[config.mk]
export PLATFORM = sky130hd
export DESIGN_NAME = div_seq_ctrl
export DESIGN_NICKNAME = d
export VERILOG_FILES = /design/src/rtl/div_seq_ctrl_pkg.sv /design/src/rtl/sign_mag.sv /design/src/rtl/div_seq_ctrl.sv
export SDC_FILE = /design/constraint.sdc
export NUM_CORES = 1
export LEC_CHECK = 0
export BUFFER_PORTS_ARGS = -buffer_cell sky130_fd_sc_hd__buf_4
export CAP_MARGIN = 20
export CORE_MARGIN = 3
export CORE_UTILIZATION = 51
export CTS_CLUSTER_SIZE = 40
export DETAILED_ROUTE_END_ITERATION = 8
export PLACE_DENSITY = 0.81
export SLEW_MARGIN = 15
export SYNTH_ARGS = -nofsm -noshare
export SYNTH_HDL_FRONTEND = slang
export SYNTH_SLANG_ARGS = --single-unit
[constraint.sdc]
create_clock -name Clock -period 1.93 [get_ports Clock]
set_input_delay 0 -clock Clock [delete_from_list [all_inputs] [get_ports Clock]]
set_output_delay 0 -clock Clock [all_outputs]
set_load 0.01 [all_outputs]
[src/rtl/div_seq_ctrl_pkg.sv]
// rtl/div_seq_ctrl_pkg.sv - shared constants and state encoding for the divide sequencer
package div_seq_ctrl_pkg;

   localparam int WORD_W         = 32;
   localparam int DIV_CYCLES_DEF = 34;

   typedef enum logic [1:0] {
      IDLE = 2'd0,
      RUN  = 2'd1,
      FIX  = 2'd2
   } div_state_e;

endpackage

[src/rtl/sign_mag.sv]
// rtl/sign_mag.sv - conditional two's-complement negate, wrap allowed
module sign_mag #(
   parameter int W = 32
) (
   input  logic [W-1:0] value,
   input  logic         neg,
   output logic [W-1:0] result
);

   assign result = neg ? (~value + W'(1)) : value;

endmodule

[src/rtl/div_seq_ctrl.sv]
// rtl/div_seq_ctrl.sv - DIV sequencer: operand magnitudes, divider window, sign fix, HI/LO
module div_seq_ctrl
   import div_seq_ctrl_pkg::*;
#(
   parameter int DIV_CYCLES = DIV_CYCLES_DEF
) (
   input  logic              Clock,
   input  logic              Reset,
   input  logic              Start,
   input  logic [WORD_W-1:0] FromA,
   input  logic [WORD_W-1:0] FromB,
   output logic              DivCtrl,
   output logic [WORD_W-1:0] DivA,
   output logic [WORD_W-1:0] DivB,
   input  logic [WORD_W-1:0] DivQuot,
   input  logic [WORD_W-1:0] DivRem,
   output logic              Busy,
   output logic              Done,
   output logic              Div0,
   output logic [WORD_W-1:0] HIOut,
   output logic [WORD_W-1:0] LOOut
);

   localparam int             CNT_W    = $clog2(DIV_CYCLES);
   localparam logic [CNT_W-1:0] CNT_LAST = CNT_W'(DIV_CYCLES - 1);

   div_state_e        state, state_next;
   logic [CNT_W-1:0]  cnt;
   logic              sa, sb;
   logic              start_ok, div0_hit;
   logic [WORD_W-1:0] mag_a, mag_b, lo_fix, hi_fix;

   assign start_ok = (state == IDLE) && Start && (FromB != '0);
   assign div0_hit = (state == IDLE) && Start && (FromB == '0);

   // Decoded from the async-reset state so DivCtrl drops the moment Reset falls
   assign DivCtrl = (state == RUN);
   assign Busy    = (state != IDLE);

   sign_mag #(.W(WORD_W)) u_mag_a (.value(FromA),   .neg(FromA[WORD_W-1]), .result(mag_a));
   sign_mag #(.W(WORD_W)) u_mag_b (.value(FromB),   .neg(FromB[WORD_W-1]), .result(mag_b));
   sign_mag #(.W(WORD_W)) u_fix_q (.value(DivQuot), .neg(sa ^ sb),         .result(lo_fix));
   sign_mag #(.W(WORD_W)) u_fix_r (.value(DivRem),  .neg(sa),              .result(hi_fix));

   always_ff @(posedge Clock or negedge Reset) begin
      if (!Reset) state <= IDLE;
      else        state <= state_next;
   end

   always_comb begin
      state_next = state;
      case (state)
         IDLE:    if (start_ok) state_next = RUN;
         RUN:     if (cnt == CNT_LAST) state_next = FIX;
         FIX:     state_next = IDLE;
         default: state_next = IDLE;
      endcase
   end

   always_ff @(posedge Clock or negedge Reset) begin
      if (!Reset) begin
         cnt   <= '0;
         sa    <= 1'b0;
         sb    <= 1'b0;
         DivA  <= '0;
         DivB  <= '0;
         HIOut <= '0;
         LOOut <= '0;
         Done  <= 1'b0;
         Div0  <= 1'b0;
      end else begin
         Done <= (state == FIX);
         Div0 <= div0_hit;
         if (start_ok) begin
            sa   <= FromA[WORD_W-1];
            sb   <= FromB[WORD_W-1];
            DivA <= mag_a;
            DivB <= mag_b;
            cnt  <= '0;
         end else if (state == RUN) begin
            cnt <= cnt + CNT_W'(1);
         end
         // Remainder follows the dividend's sign, quotient the XOR of both
         if (state == FIX) begin
            HIOut <= hi_fix;
            LOOut <= lo_fix;
         end
      end
   end

endmodule
==> results.py, run 1 <==
metrics = {
    "outcome": {
        "status": "complete, but fails checks",
        "violations": "negative setup slack",
    },
    "setup_path": {
        "arrival_ps": 2370,
        "worstPathRequired_ps": 2220,
        "critical_path_class": "in -> reg",
        "cp-startpoint": "DivRem[15]",
        "rr_startpoint": "sb",
        "reg2reg_slack_ps": -10,
        "start_kind": "input pin",
        "r2r-end": "LOOut[13]",
        "worst-path-max-fanout": 7,
        "crit_end": "HIOut[29]",
        "rr_worst_depth": 6,
        "cp-end-kind": "register",
    },
    "yosys": {
        "synthDistinctLibCells": 40,
        "synth.yosys.seq_area_share": 0.453,
        "yosys_warnings": 0,
        "avgSynthCellArea_sq_um": 9.07,
        "yosys.area.top_type": "dfrtp_1",
        "yosysTopAreaCellShare": 0.453,
        "ys_seq_elements": 140,
        "synth_area_leaders": "dfrtp_1 45%, xor2_1 12%, o21ai_0 9.6%, nand2_1 7.2%, o41ai_1 3.9%",
        "synth_area_sq_um": 7730,
        "synthFlopType": "dfrtp_1",
        "async_reset_ff_frac": 1.00,
        "synth_edf_count": 0,
        "syn-num-nets": 989,
        "syn_inst": 852,
    },
    "finish": {
        "utilization": 0.850,
        "seqCellArea_sq_um": 3500,
        "stdcell_count": 1471,
        "area_delta_synth_final_pct": 61.6,
        "antennaDiodeCount": 0,
        "drive_gt1_frac": 0.319,
        "stdcell_area_sq_um": 12500,
        "final_cell_mix": "311 x buf_4, 149 x nand2_1, 148 x o21ai_0",
        "nFillCells": 757,
        "layout_commonest_cell": "buf_4",
        "num-nets-final": 1411,
        "multiInputGateArea_sq_um": 4250,
    },
    "grt": {
        "grt_pass1_vias": 8364,
        "antenna_found_initial": 0,
        "grt_pass1_wl_mm": 42.2,
        "grt_max_degree": 90,
        "grt_overflow": 0,
        "track_usage": 0.315,
    },
    "place": {
        "placed_area_sq_um": 10200,
        "portBuffers": 262,
        "place_congestion": 0.849,
        "dp_slack_ps": -247,
        "dpl.hpwl_mm": 16.7,
        "dp_cells": 1295,
    },
    "timing": {
        "post-route-min-period_ps": 2090,
        "setup_viol": 3,
        "hold_violations": 0,
        "fin_ws_ps": -156,
        "whs_ps": 17.0,
        "tns_ps": -177,
        "fin_crit_sh": 1.08,
        "max_freq_mhz": 479,
        "worst_slew_pin_slew_ps": 630,
        "slew-limit-headroom": 0.576,
        "skew_ps": 7.01,
        "drv_slew": 0,
    },
    "job": {
        "cap_violations": 0,
    },
    "floorplanning": {
        "start_util": 0.526,
        "dieArea_sq_um": 16700,
        "die_h_microns": 129,
        "rows": 44,
        "die_w_microns": 129,
        "io_pins": 263,
        "core_sq_um": 14700,
    },
    "pwr": {
        "total_power_mw": 14.4,
        "p_leak_nw": 5.86,
        "p_per_area_nw_per_um2": 1150,
        "ir_drop_v": 0.000921,
    },
    "detailed_routing": {
        "drt_wl_total_mm": 28.7,
        "postRouteAntennaNets": 0,
        "vias": 8625,
        "dr.pass1.iters": 6,
        "wl_per_cell_microns": 19.5,
        "drc_errors": 0,
        "dr.first_iter.drc_count": 776,
        "viasPerCell": 5.86,
    },
    "cts": {
        "clkLatencyLatePin_ps": 420,
        "h-tree-depth": 4,
        "cts-root-buf": "clkbuf_16",
        "path_clk_slew_ps": 60,
        "cts_tree": "yes",
        "numCtsBuffers": 17,
        "cts.sink_count": 140,
        "cts_buffer_depth": 2,
    },
    "hold_path": {
        "hp-class": "in -> reg",
    },
}
per-layer routing:
layer	GRT usage	routed length, microns	vias to the layer above
li1	-	-	3870
met1	0.379	10800	4153
met2	0.541	14500	484
met3	0.0758	2160	118
met4	0.131	1240	0
met5	0	0	-
flip-flops by register name, summed over array words and instances, names as in the netlist:
register / cells
LOOut: 32
HIOut: 32
sa: 1
DivB: 32
sb: 1
Div0: 1
Done: 1
DivA: 32
cnt: 6
state: 2
power by group:
part | switching (mW) | total [mW] | internal (mW)
Clock | 1.28 | 3.35 | 2.07
Combinational | 3.34 | 6.46 | 3.12
Sequential | 0.676 | 4.61 | 3.94
how the worst min path moves through the flow:
| stage | from | end | depth (start not counted) |
|---|---|---|---|
| detailed placement | Reset | HIOut[9] | 1 |
| global placement | Reset | HIOut[11] | 1 |
| global route | FromA[15] | DivA[15] | 4 |
| CTS | FromA[13] | DivA[13] | 4 |
| floorplan | Reset | Div0 | 0 |
| finish | FromA[15] | DivA[15] | 4 |
kinds of logic (layout without fill, tap and decap cells):
kind of cell,count (synthesis),after routing,share of synthesized area
muxes,5,5,0.00680
DFF,140,140,0.453
xor gates and xnor gates,122,122,0.138
adders and majority gates,6,6,0.00971
AOI/OAI and AO/OA,236,236,0.186
and+or+nand+nor,274,275,0.170
buffers and inverters,69,503,0.0359
Yosys cell counts, drive strengths merged (7+ instances only):
cell type,number
buf,10
nand4,13
or4,10
nor4,19
or3,15
nor2,18
o21ai,149
inv,17
clkbuf,41
o31ai,38
nand2,149
dfrtp,140
or2,9
xnor2,15
nand2b,7
nor3,14
xor2,107
o41ai,35
what timing repair did:
| action | in CTS | in global routing |
|---|---|---|
| endpoints found under the setup margin | 0 | 36 |
| hold buffers | 130 | 0 |
| endpoints found under the hold margin | 217 | 0 |
| gates resized for setup | 0 | 44 |
| setup buffers | 0 | 14 |
layout make-up:
type,instances,area share
multi-input cells,644,0.340
repair buffers,453,0.307
flip-flops and latches,140,0.280
clock buffers,22,0.0396
well taps,184,0.0184
clock inverters,10,0.00901
inverters,18,0.00541
worst max-delay path: stages:
cell,delay (ps)
dlygate4sd3_1,550
buf_4,170
nor4_1,450
nand4_1,180
buf_4,210
o41ai_2,450
xor2_1,240
o21ai_0,110
No activity file was read; power rests on OpenSTA's default activity.
==> run 2: changes to the inputs <==
--- a/config.mk
+++ b/config.mk
@@ -11,6 +11,7 @@
 export CORE_UTILIZATION = 51
 export CTS_CLUSTER_SIZE = 40
 export DETAILED_ROUTE_END_ITERATION = 8
+export GPL_TIMING_DRIVEN = 0
 export PLACE_DENSITY = 0.81
 export SLEW_MARGIN = 15
 export SYNTH_ARGS = -nofsm -noshare
==> results.py, run 2 (synthesis gave the netlist of run 1 again) <==
metrics = {
    "floorplanning": {
        "start_util": 0.526,
        "die_w_microns": 129,
        "die_h_microns": 129,
        "io_pins": 263,
        "rows": 44,
        "core_sq_um": 14700,
        "dieArea_sq_um": 16700,
    },
    "place": {
        "place_congestion": 0.869,
        "portBuffers": 260,
        "dpl.hpwl_mm": 17.6,
    },
    "setup_path": {
        "crit_family": "buffers and inverters",
        "start_kind": "input pin",
        "arrival_ps": 2260,
        "critical_path_class": "in -> reg",
        "worst-path-max-fanout": 7,
        "cp-end-kind": "register",
        "path_cells": "dlygate4sd3_1 > buf_4 > or2_2 > or3_1 > clkbuf_1 > o41ai_2 > xor2_1 > o21ai_0",
        "critical-path-slowest-cell": "dlygate4sd3_1",
        "slowest_delay_ps": 560,
        "worstPathRequired_ps": 2210,
        "path_buf_inv": 3,
    },
    "pwr": {
        "p_per_area_nw_per_um2": 1160,
        "clock_power_share": 0.229,
        "power_switching_mw": 5.24,
        "p_seq_frac": 0.330,
        "power_switching_share": 0.373,
        "total_power_mw": 14.1,
        "p_leak_nw": 5.61,
        "comb_power_share": 0.441,
        "internal-power_mw": 8.83,
        "ir_drop_v": 0.000653,
    },
    "detailed_routing": {
        "dr.first_iter.drc_count": 877,
        "drc_errors": 0,
        "viasPerCell": 5.94,
        "dr.pass1.iters": 5,
        "postRouteAntennaNets": 0,
        "wl_per_cell_microns": 19.8,
        "vias": 8724,
        "drt_wl_total_mm": 29.1,
    },
    "timing": {
        "worst_slew_pin_slew_ps": 725,
        "setup_viol": 7,
        "drv_slew": 0,
        "slew-limit-headroom": 0.512,
        "fin_ws_ps": -52.7,
        "post-route-min-period_ps": 1980,
        "rsz0062_at_grt": "true",
        "hold_violations": 0,
        "max_freq_mhz": 504,
        "skew_ps": 7.23,
        "fin_crit_sh": 1.03,
    },
    "grt": {
        "grt_pass1_vias": 8709,
        "antenna_found_initial": 0,
        "grt_pass1_wl_mm": 44.5,
        "grt_overflow": 0,
        "grt_max_degree": 82,
        "track_usage": 0.335,
    },
    "cts": {
        "h-tree-depth": 4,
        "path_clk_slew_ps": 60,
        "clkLatencyLatePin_ps": 420,
        "cts_buffer_depth": 2,
        "cts-root-buf": "clkbuf_16",
        "numCtsBuffers": 17,
        "cts_tree": "yes",
        "cts.sink_count": 140,
    },
    "job": {
        "cap_violations": 0,
    },
    "finish": {
        "area_delta_synth_final_pct": 57.3,
        "final_cell_mix": "264 x buf_4, 149 x nand2_1, 149 x o21ai_0",
        "drive_gt1_frac": 0.280,
        "utilization": 0.827,
        "layout_commonest_cell": "buf_4",
        "seqCellArea_sq_um": 3500,
        "multiInputGateArea_sq_um": 4180,
        "num-nets-final": 1407,
        "nFillCells": 803,
    },
    "hold_path": {
        "hp-class": "in -> reg",
    },
    "outcome": {
        "violations": "negative setup slack",
        "status": "complete, but fails checks",
    },
}
## run 2: cell count changes in the layout (fill, tap and decap cells not counted), sizes merged
cell,previous run,this run
clkinv,4,6
clkbuf,22,65
clkinvlp,5,0
dlygate4sd3,124,136
buf,323,274
dlymetal6s4s,6,0
or4,11,10
diode,0,2
## run 2: cell type report
type,count,share of cell area
Clock buffer,25,0.0391
Tap cell,184,0.0189
Clock inverter,7,0.00730
Buffer,49,0.0187
Antenna cell,2,0.000412
Sequential cell,140,0.288
Timing Repair Buffer,401,0.278
Inverter,18,0.00556
Multi-Input combinational cell,643,0.344
## run 2: final timing paths
| path | startpoint | end | slack (ps) | cells past startpoint |
|---|---|---|---|---|
| max | DivQuot[16] | LOOut[29] | -50 | 8 |
| min | FromA[18] | DivA[19] | 6 | 4 |
| max reg2reg | sa | HIOut[7] | 80 | 4 |
| min reg2reg | DivA[29] | DivA[29] | 480 | 2 |
| max in group asynchronous | Reset | DivB[12] | 1060 | 3 |
| min in group asynchronous | Reset | HIOut[10] | 100 | 2 |
## run 2: per-stage QoR
stage / setup TNS, ps / setup slack [ps] / hold WS [ps] / area (sq um) / std cells
5_1_grt: -438 / -118 / 19.0 / 12200 / 1467
3_3_place_gp: -40740 / -716 / 199 / 9970 / 1296
2_1_floorplan: -63.0 / -63.0 / -296 / 7790 / 852
3_5_place_dp: -46080 / -780 / -34.2 / 10000 / 1297
4_1_cts: 0 / 1.27 / 1.16 / 12000 / 1464
6_report: -180 / -52.7 / 5.56 / 12200 / 1469
## run 2: timing repair
| action | CTS | global route |
|---|---|---|
| gates resized for setup | 10 | 37 |
| setup buffers | 0 | 4 |
| hold buffers | 136 | 0 |
| endpoints found under the hold margin | 234 | 0 |
| endpoints found under the setup margin | 126 | 93 |
| pin swaps | 0 | 5 |
## run 2: worst register-to-register path, stage by stage (launching register included)
cell	delay [ps]
dfrtp_2	490
clkbuf_1	550
o41ai_1	220
xor2_1	200
o21ai_0	280
## run 2: per-layer routing
metal | vias up | part of all wire | track usage
met3 | 117 | 0.083 | 0.0688
li1 | 3873 | - | -
met5 | - | 0 | 0
met4 | 0 | 0.041 | 0.148
met2 | 560 | 0.50 | 0.572
met1 | 4174 | 0.38 | 0.410
## run 2: power groups by stage
stage | Sequential (mW) | Combinational [mW] | Clock (mW)
final | 4.64 | 6.21 | 3.22
after global routing | 4.74 | 6.73 | 3.36
after CTS | 4.54 | 5.90 | 3.22
after detailed placement | 4.57 | 5.63 | 0
after global placement | 4.55 | 5.49 | 0
after floorplan | 4.93 | 2.59 | 0
==> run 3: changes to the inputs <==
--- a/config.mk
+++ b/config.mk
@@ -5,14 +5,15 @@
 export SDC_FILE = /design/constraint.sdc
 export NUM_CORES = 1
 export LEC_CHECK = 0
-export BUFFER_PORTS_ARGS = -buffer_cell sky130_fd_sc_hd__buf_4
 export CAP_MARGIN = 20
 export CORE_MARGIN = 3
-export CORE_UTILIZATION = 51
+export CORE_UTILIZATION = 60
+export CTS_BUF_LIST = sky130_fd_sc_hd__clkbuf_2
 export CTS_CLUSTER_SIZE = 40
 export DETAILED_ROUTE_END_ITERATION = 8
+export DONT_BUFFER_PORTS = 1
 export GPL_TIMING_DRIVEN = 0
-export PLACE_DENSITY = 0.81
+export PLACE_DENSITY = 0.76
 export SLEW_MARGIN = 15
 export SYNTH_ARGS = -nofsm -noshare
 export SYNTH_HDL_FRONTEND = slang
==> results.py, run 3 (synthesis gave the netlist of run 1 again) <==
metrics = {
    "finish": {
        "area_delta_synth_final_pct": 35.4,
        "stdcell_count": 1234,
        "final_cell_mix": "173 x dlygate4sd3_1, 149 x nand2_1, 149 x o21ai_0",
        "antennaDiodeCount": 0,
        "drive_gt1_frac": 0.111,
        "num-nets-final": 1191,
        "layout_commonest_cell": "dlygate4sd3_1",
    },
    "timing": {
        "skew_ps": 35.9,
        "post-route-min-period_ps": 2180,
        "hold_violations": 142,
        "whs_ps": -1070,
        "drv_slew": 0,
        "max_freq_mhz": 459,
        "fin_ws_ps": -249,
        "rsz0062_at_grt": "true",
        "worst_slew_pin_slew_ps": 848,
        "slew-limit-headroom": 0.431,
        "fin_crit_sh": 1.13,
        "tns_ps": -2620,
        "setup_viol": 29,
    },
    "setup_path": {
        "cp-startpoint": "FromB[2]",
        "start_kind": "input pin",
        "critical_path_class": "in -> reg",
        "rr_worst_depth": 5,
        "path_cells": "nor4_1 > nand2_1 > o21ai_0 > xor2_1 > dlygate4sd3_1 > dlygate4sd3_1 > o21ai_0",
        "rr_startpoint": "state[1]",
        "cp.depth": 7,
        "arrival_ps": 2810,
        "worst-path-max-fanout": 5,
        "slowest_delay_ps": 680,
        "reg2reg_slack_ps": 10,
        "critical-path-slowest-cell": "nor4_1",
        "path_buf_inv": 2,
        "crit_end": "DivB[13]",
        "crit_family": "buffers and inverters",
        "r2r-end": "cnt[5]",
        "cp-end-kind": "register",
        "worstPathRequired_ps": 2560,
    },
    "cts": {
        "h-tree-depth": 4,
        "cts_tree": "yes",
        "clkLatencyLatePin_ps": 730,
        "cts.sink_count": 140,
        "path_clk_slew_ps": 230,
        "cts-root-buf": "clkbuf_2",
        "cts_buffer_depth": 2,
        "numCtsBuffers": 17,
    },
    "pwr": {
        "power_switching_mw": 5.03,
        "internal-power_mw": 6.70,
        "comb_power_share": 0.369,
        "total_power_mw": 11.7,
        "clock_power_share": 0.178,
        "ir_drop_v": 0.000703,
        "p_per_area_nw_per_um2": 1120,
        "power_switching_share": 0.429,
        "p_seq_frac": 0.453,
        "p_leak_nw": 4.52,
    },
    "detailed_routing": {
        "drc_errors": 0,
        "drt_wl_total_mm": 30.6,
        "viasPerCell": 6.83,
        "dr.pass1.iters": 7,
        "vias": 8433,
        "dr.first_iter.drc_count": 1177,
        "wl_per_cell_microns": 24.8,
        "postRouteAntennaNets": 0,
    },
    "grt": {
        "track_usage": 0.370,
        "grt_pass1_vias": 8203,
        "grt_max_degree": 141,
        "grt_pass1_wl_mm": 42.4,
        "grt_overflow": 0,
        "antenna_found_initial": 0,
    },
    "place": {
        "place_congestion": 0.913,
        "portBuffers": 0,
        "dp_cells": 1020,
        "dp_slack_ps": -638,
        "dpl.hpwl_mm": 15.8,
    },
    "hold_path": {
        "hp-class": "in -> async",
    },
    "floorplanning": {
        "dieArea_sq_um": 14300,
        "start_util": 0.628,
        "io_pins": 263,
        "rows": 40,
        "core_sq_um": 12300,
        "die_h_microns": 120,
        "die_w_microns": 120,
    },
    "job": {
        "cap_violations": 0,
    },
    "outcome": {
        "violations": "negative hold slack, negative setup slack",
        "status": "complete, but fails checks",
    },
}
run 3: changes by cell type in the layout (fill, tap and decap cells not counted), sizes merged:
cell and delta:
dlygate4sd3 +37, diode -2, dlymetal6s4s +6, bufinv +3
clkbuf -6, buf -257
run 3: worst min path at each step:
stage / end / start / cells after the start
after detailed placement: LOOut[17] / Reset / 0
after global placement: LOOut[17] / Reset / 0
after global routing: DivB[26] / Reset / 0
final: DivB[17] / Reset / 0
after floorplan: Div0 / Reset / 0
after CTS: LOOut[30] / Reset / 0
run 3: per-stage QoR:
| step | instance area [sq um] | util |
|---|---|---|
| after CTS | 10100 | 0.816 |
| after global routing | 10500 | 0.850 |
| final | 10500 | 0.850 |
| after detailed placement | 8000 | 0.650 |
| after global placement | 8000 | 0.650 |
| after floorplan | 7790 | - |
run 3: cell type report:
| type | count | area, sq um |
|---|---|---|
| multi-input combinational | 643 | 4320 |
| sequential | 140 | 3500 |
| timing repair buffer | 187 | 1870 |
| fill | 613 | 1840 |
| buffer | 47 | 220 |
| tap | 168 | 210 |
| clock inverter | 10 | 171 |
| clock buffer | 21 | 105 |
| inverter | 18 | 67.6 |
run 3: worst reg2reg max path, stage by stage (launching register included):
cell and delay [ps]:
dfrtp_1 470, nor2b_1 140, clkbuf_1 470, nand4_1 270
or3_1 400, a21oi_1 150
run 3: what timing repair did:
| action | CTS | global route |
|---|---|---|
| setup endpoints to repair | 126 | 101 |
| pin swaps | 0 | 9 |
| endpoints found under the hold margin | 276 | 154 |
| gates resized for setup | 7 | 71 |
| cloned | 0 | 0 |
| hold buffers | 176 | 4 |
| buffers inserted | 0 | 8 |
run 3: routing by layer:
| layer | wire length [microns] | global-route usage | share of wire |
|---|---|---|---|
| met5 | 0 | 0 | 0 |
| met4 | 2180 | 0.174 | 0.071 |
| met3 | 3630 | 0.119 | 0.12 |
| met2 | 14900 | 0.636 | 0.49 |
| met1 | 9910 | 0.417 | 0.32 |
run 3: power groups by stage:
stage	logic, mW	clock network (mW)	registers, mW
3_5_place_dp	3.21	0	5.25
2_1_floorplan	2.59	0	4.93
3_3_place_gp	3.08	0	5.21
5_1_grt	4.66	2.20	5.39
6_report	4.32	2.09	5.31
4_1_cts	3.66	2.04	5.22
